`config.mk`:
```
export PLATFORM = sky130hd
export DESIGN_NAME = read_execute_pipeline_regs
export DESIGN_NICKNAME = d
export VERILOG_FILES = /design/src/rtl/read_execute_pipeline_regs.sv
export SDC_FILE = /design/constraint.sdc
export NUM_CORES = 1
export LEC_CHECK = 0
export BUFFER_PORTS_ARGS = -buffer_cell sky130_fd_sc_hd__buf_4
export CORE_MARGIN = 2
export CORE_UTILIZATION = 49
export DETAILED_ROUTE_END_ITERATION = 12
export PLACE_DENSITY = 0.86
export SLEW_MARGIN = 20
export SYNTH_ARGS = -nofsm -noshare
export SYNTH_HDL_FRONTEND = slang
export SYNTH_SLANG_ARGS = --single-unit
```
`constraint.sdc`:
```
create_clock -name clk -period 3.23 [get_ports clk]
set_input_delay 0.1615 -clock clk [delete_from_list [all_inputs] [get_ports clk]]
set_output_delay 0.1615 -clock clk [all_outputs]
set_load 0.02 [all_outputs]
```
`src/rtl/read_execute_pipeline_regs.sv`:
```
// Read->execute (R1) and execute->write-back (R2) pipeline registers, forwarding muxes and HALT FSM.
// Optional macro STALL_COUNTER_EN adds a saturating bubble-cycle counter on stall_count.
`ifndef NOP
`define NOP 7'h00
`endif
`ifndef LOAD
`define LOAD 7'h03
`endif
`ifndef HALT
`define HALT 7'h7F
`endif

module read_execute_pipeline_regs #(
  parameter int D_BITS = 32,
  parameter int A_BITS = 3
) (
  input  logic              clk,
  input  logic              rst,
  input  logic [6:0]        id_opcode,
  input  logic [A_BITS-1:0] id_dest,
  input  logic              id_write_en,
  input  logic [D_BITS-1:0] id_src1_data,
  input  logic [D_BITS-1:0] id_src2_data,
  input  logic              bubble,
  input  logic              forward1_r1,
  input  logic              forward2_r1,
  input  logic              forward1_r2,
  input  logic              forward2_r2,
  input  logic              flush,
  input  logic [D_BITS-1:0] r1_result,
  output logic [6:0]        ex_opcode,
  output logic [D_BITS-1:0] ex_operand1,
  output logic [D_BITS-1:0] ex_operand2,
  output logic [A_BITS-1:0] r1_destination,
  output logic              write_en,
  output logic              read,
  output logic [A_BITS-1:0] r2_destination,
  output logic              r2_write_en,
  output logic [D_BITS-1:0] wb_data,
  output logic              fetch_stall,
  output logic              halted,
  output logic [15:0]       stall_count
);

  typedef enum logic {ST_RUN = 1'b0, ST_HALTED = 1'b1} state_t;

  state_t              state_q, state_d;
  logic [6:0]          opcode_q, opcode_d;
  logic [D_BITS-1:0]   op1_q, op1_d, op2_q, op2_d;
  logic [A_BITS-1:0]   dest_q, dest_d;
  logic                we_q, we_d;
  logic [A_BITS-1:0]   r2_dest_q;
  logic                r2_we_q;
  logic [D_BITS-1:0]   wb_q;
  logic [D_BITS-1:0]   mux1_s, mux2_s;
  logic                capture_s;

  // R1 forward beats R2 forward: it is the younger producer.
  always_comb begin
    mux1_s = forward1_r1 ? r1_result : (forward1_r2 ? wb_q : id_src1_data);
    mux2_s = forward2_r1 ? r1_result : (forward2_r2 ? wb_q : id_src2_data);
  end

  always_comb begin
    capture_s = ~flush & (state_q == ST_RUN) & ~bubble;
    opcode_d  = `NOP;
    dest_d    = {A_BITS{1'b0}};
    we_d      = 1'b0;
    op1_d     = {D_BITS{1'b0}};
    op2_d     = {D_BITS{1'b0}};
    state_d   = state_q;
    if (capture_s) begin
      opcode_d = id_opcode;
      dest_d   = id_dest;
      we_d     = id_write_en;
      op1_d    = mux1_s;
      op2_d    = mux2_s;
      if (id_opcode == `HALT) begin
        state_d = ST_HALTED;
      end else begin
        state_d = state_q;
      end
    end else begin
      state_d = state_q;
    end
  end

  always_ff @(posedge clk) begin
    if (rst) begin
      opcode_q  <= `NOP;
      dest_q    <= {A_BITS{1'b0}};
      we_q      <= 1'b0;
      op1_q     <= {D_BITS{1'b0}};
      op2_q     <= {D_BITS{1'b0}};
      r2_dest_q <= {A_BITS{1'b0}};
      r2_we_q   <= 1'b0;
      wb_q      <= {D_BITS{1'b0}};
    end else begin
      opcode_q  <= opcode_d;
      dest_q    <= dest_d;
      we_q      <= we_d;
      op1_q     <= op1_d;
      op2_q     <= op2_d;
      r2_dest_q <= dest_q;
      r2_we_q   <= we_q;
      wb_q      <= r1_result;
    end
  end

  always_ff @(posedge clk) begin
    if (rst) begin
      state_q <= ST_RUN;
    end else begin
      case (state_q)
        ST_RUN:    state_q <= state_d;
        ST_HALTED: state_q <= ST_HALTED;
        default:   state_q <= ST_RUN;
      endcase
    end
  end

`ifdef STALL_COUNTER_EN
  logic [15:0] stall_cnt_q, stall_cnt_d;

  always_comb begin
    if (bubble && !flush && (state_q == ST_RUN) && (stall_cnt_q != 16'hFFFF)) begin
      stall_cnt_d = stall_cnt_q + 16'd1;
    end else begin
      stall_cnt_d = stall_cnt_q;
    end
  end

  always_ff @(posedge clk) begin
    if (rst) begin
      stall_cnt_q <= 16'd0;
    end else begin
      stall_cnt_q <= stall_cnt_d;
    end
  end

  assign stall_count = stall_cnt_q;
`else
  assign stall_count = 16'd0;
`endif

  assign ex_opcode      = opcode_q;
  assign ex_operand1    = op1_q;
  assign ex_operand2    = op2_q;
  assign r1_destination = dest_q;
  assign write_en       = we_q;
  assign read           = (opcode_q == `LOAD);
  assign r2_destination = r2_dest_q;
  assign r2_write_en    = r2_we_q;
  assign wb_data        = wb_q;
  assign halted         = (state_q == ST_HALTED);
  assign fetch_stall    = (bubble & ~flush) | (state_q == ST_HALTED);

endmodule

```
==> flow_summary.ini <==
[outcome]
status = completed

[global_routing]
antenna_found_initial = 0
grt_use_total = 0.236
grt_busiest_layer = met2
use_met3 = 0.0595
grt_max_degree = 65
met1_usage = 0.258
grtUsageMet2 = 0.427
grt_pass1_vias = 3897
gr-total-overflow = 0
grt_pass1_wl_um = 19000

[cells_and_area]
antenna_cells = 0
layout.nets = 744
layoutNonFillerInstCount = 763
fillers = 736
multi_input_area_mm2 = 0.00220
register_area_mm2 = 0.00224
drive_above_1_share = 0.475
area_growth_pct = 40.8
stdcell_area_mm2 = 0.00665
utilization = 0.716

[worst_setup_path]
cp-end-kind = primary output
slowest_delay_ns = 0.52
path_cells = or4_1 -> nor3_1 -> buf_4
worstPathArrival_ns = 1.56
r2r_start = halted$_SDFF_PP0_
worst-path-buf-inv = 1
crit_path_start_kind = register
ff2ff_setup_slack_ns = 1.81
rr_worst_depth = 3
crit_path_end = read
crit_start = ex_opcode[2]$_SDFF_PP0_
path_class = register to primary output
critical_path_cell_count = 3
cpLargestDelayFamily = simple AND/OR/NAND/NOR gates
required_ns = 3.07
crit_slowest_cell = or4_1
rr_endpoint = ex_operand2[5]$_SDFF_PP0_
cp_max_fo = 2

[routing]
dr_total_vias = 3806
avgViaCountPerCell = 4.99
dr.pass1.iters = 4
drc_errors = 0
ant_nets = 0
wl_per_cell_um = 16.9
first_iter_violations = 83
wirelength_um = 12900

[power_and_ir_drop]
pwr-share-seq = 0.519
peakVddDrop_uv = 252
power_frac_clock = 0.303
finalPower_mw = 2.81
powerDensity_mw_per_mm2 = 423
swShare = 0.260
p_switching_mw = 0.731
p_leak_nw = 3.70
p_int_mw = 2.08
p_comb_frac = 0.178

[sta]
rsz0062_at_grt = false
fin_skew_ns = 0.0131
finalSetupTns_ns = 0
holdWs_ns = 0.0160
max_slew_margin = 0.541
finalHoldViolCount = 0
report.final.slew_viol_count = 0
postLayoutSetupSlackWorst_ns = 1.51
setup_viol = 0
max_freq_mhz = 580
worstMarginPinSlew_ns = 0.689
fin_crit_ns = 1.72
period_share = 0.534

[placement]
dp_slack_ns = 1.78
place_inst = 737
port_buffers = 228
detailed_place_hpwl_um = 8990
placed_area_mm2 = 0.00634
gp_congestion = 0.809

[clocking]
clk_pin_slew_ns = 0.10
cts_setup_buffers = 0
cts_tree = built
clk_path_buf_depth = 2
cts_hold_buf = 10
cts_resized = 0
cts_buffers = 9
h-tree-depth = 3
clk_latency_ns = 0.36
cts_sinks = 112
root_buffer = clkbuf_8

[yosys]
ys_seq_area_frac = 0.475
synth-seq-cells = 112
netlist-cell-type-count = 25
syn_avg_cell_area_um2 = 11.4
synthCells = 413
synth.cell_area_mm2 = 0.00472
ys_warn_count = 0

[floorplanning]
die_x_um = 102
dieArea_mm2 = 0.0104
fp-row-count = 35
start_util = 0.508
core_area_mm2 = 0.00928
die_y_um = 102
io_pins = 245

[flow_run]
cap_violations = 0

[worst_hold_path]
hold_path_class = input pin to register
-- cell type report --
type | instances | share of cell area
clock inverters | 5 | 0.00941
repair buffers | 240 | 0.275
clock buffers | 11 | 0.0213
inverters | 2 | 0.00113
well taps | 129 | 0.0243
multi-input cells | 264 | 0.332
flip-flops and latches | 112 | 0.337
-- logic make-up after synthesis --
group	synth area share
and+or+nand+nor	0.161
DFF	0.475
AOI/OAI and AO/OA	0.139
muxes	0.153
buffers and inverters	0.0718
other	0.000795
-- cell usage in the layout (no fill, tap or decap) --
cell type,synthesis,routed
clkinvlp_4,0,2
nand2_1,1,1
dfxtp_1,112,112
nand2b_1,64,64
clkbuf_1,11,1
and2b_1,12,12
o21ai_0,1,1
inv_1,2,2
inv_6,0,2
o32ai_1,1,1
nand4_1,1,1
bufinv_16,0,1
mux2_1,10,10
clkbuf_8,0,10
conb_1,1,16
nand4b_1,1,1
and2_1,11,11
or4_1,1,1
nor4_4,0,1
buf_4,24,230
o211a_1,64,64
dlygate4sd3_1,0,10
or2_2,1,1
nor3_1,1,1
nor2b_1,24,24
mux2_2,54,54
-- power by group through the flow --
| stage | combinational [mW] | sequential [mW] | clock [mW] |
|---|---|---|---|
| floorplan | 0.224 | 1.55 | 0 |
| detailed placement | 0.490 | 1.49 | 0 |
| finish | 0.500 | 1.46 | 0.853 |
| global route | 0.537 | 1.47 | 0.930 |
| global placement | 0.480 | 1.49 | 0 |
| CTS | 0.502 | 1.46 | 0.881 |
-- Yosys cell counts --
| cell | n | share of area |
|---|---|---|
| and2_1 | 11 | 0.015 |
| and2b_1 | 12 | 0.019 |
| buf_1 | 2 | 0.0016 |
| buf_2 | 5 | 0.0053 |
| buf_4 | 24 | 0.038 |
| buf_6 | 6 | 0.014 |
| clkbuf_1 | 11 | 0.0087 |
| clkbuf_2 | 2 | 0.0021 |
| conb_1 | 1 | 0.00079 |
| dfxtp_1 | 112 | 0.48 |
| inv_1 | 2 | 0.0016 |
| mux2_1 | 10 | 0.024 |
| mux2_2 | 54 | 0.13 |
| nand2_1 | 1 | 0.00079 |
| nand2b_1 | 64 | 0.085 |
| nand4_1 | 1 | 0.0013 |
| nand4b_1 | 1 | 0.0019 |
| nor2b_1 | 24 | 0.032 |
| nor3_1 | 1 | 0.0011 |
| nor4_2 | 1 | 0.0027 |
| o211a_1 | 64 | 0.14 |
| o21ai_0 | 1 | 0.0011 |
| o32ai_1 | 1 | 0.0019 |
| or2_2 | 1 | 0.0013 |
| or4_1 | 1 | 0.0016 |
-- flip-flops by register name (all words and copies together) (netlist names) --
name	flops
ex_operand1	32
ex_operand2	32
wb_data	32
ex_opcode	7
r1_destination	3
r2_destination	3
halted	1
r2_write_en	1
write_en	1
-- metal layers --
layer  up-vias  routed length, um
met5         -                  0
li1       1815                  -
met3        37                890
met4         0                469
met1      1784               4920
met2       170               6610
-- worst min-delay path by stage --
stage | start | to | slack, ns | depth (start not counted)
detailed placement | id_dest[0] | r1_destination[0]$_SDFF_PP0_ | 0.37 | 2
global placement | id_dest[1] | r1_destination[1]$_SDFF_PP0_ | 0.36 | 2
floorplan | id_opcode[0] | ex_opcode[0]$_SDFF_PP0_ | 0.28 | 1
global route | r1_result[19] | wb_data[19]$_SDFF_PP0_ | 0.009 | 2
finish | id_opcode[4] | ex_opcode[4]$_SDFF_PP0_ | 0.02 | 2
CTS | r1_result[6] | wb_data[6]$_SDFF_PP0_ | 0.001 | 2
No activity file was read; power rests on OpenSTA's default activity.
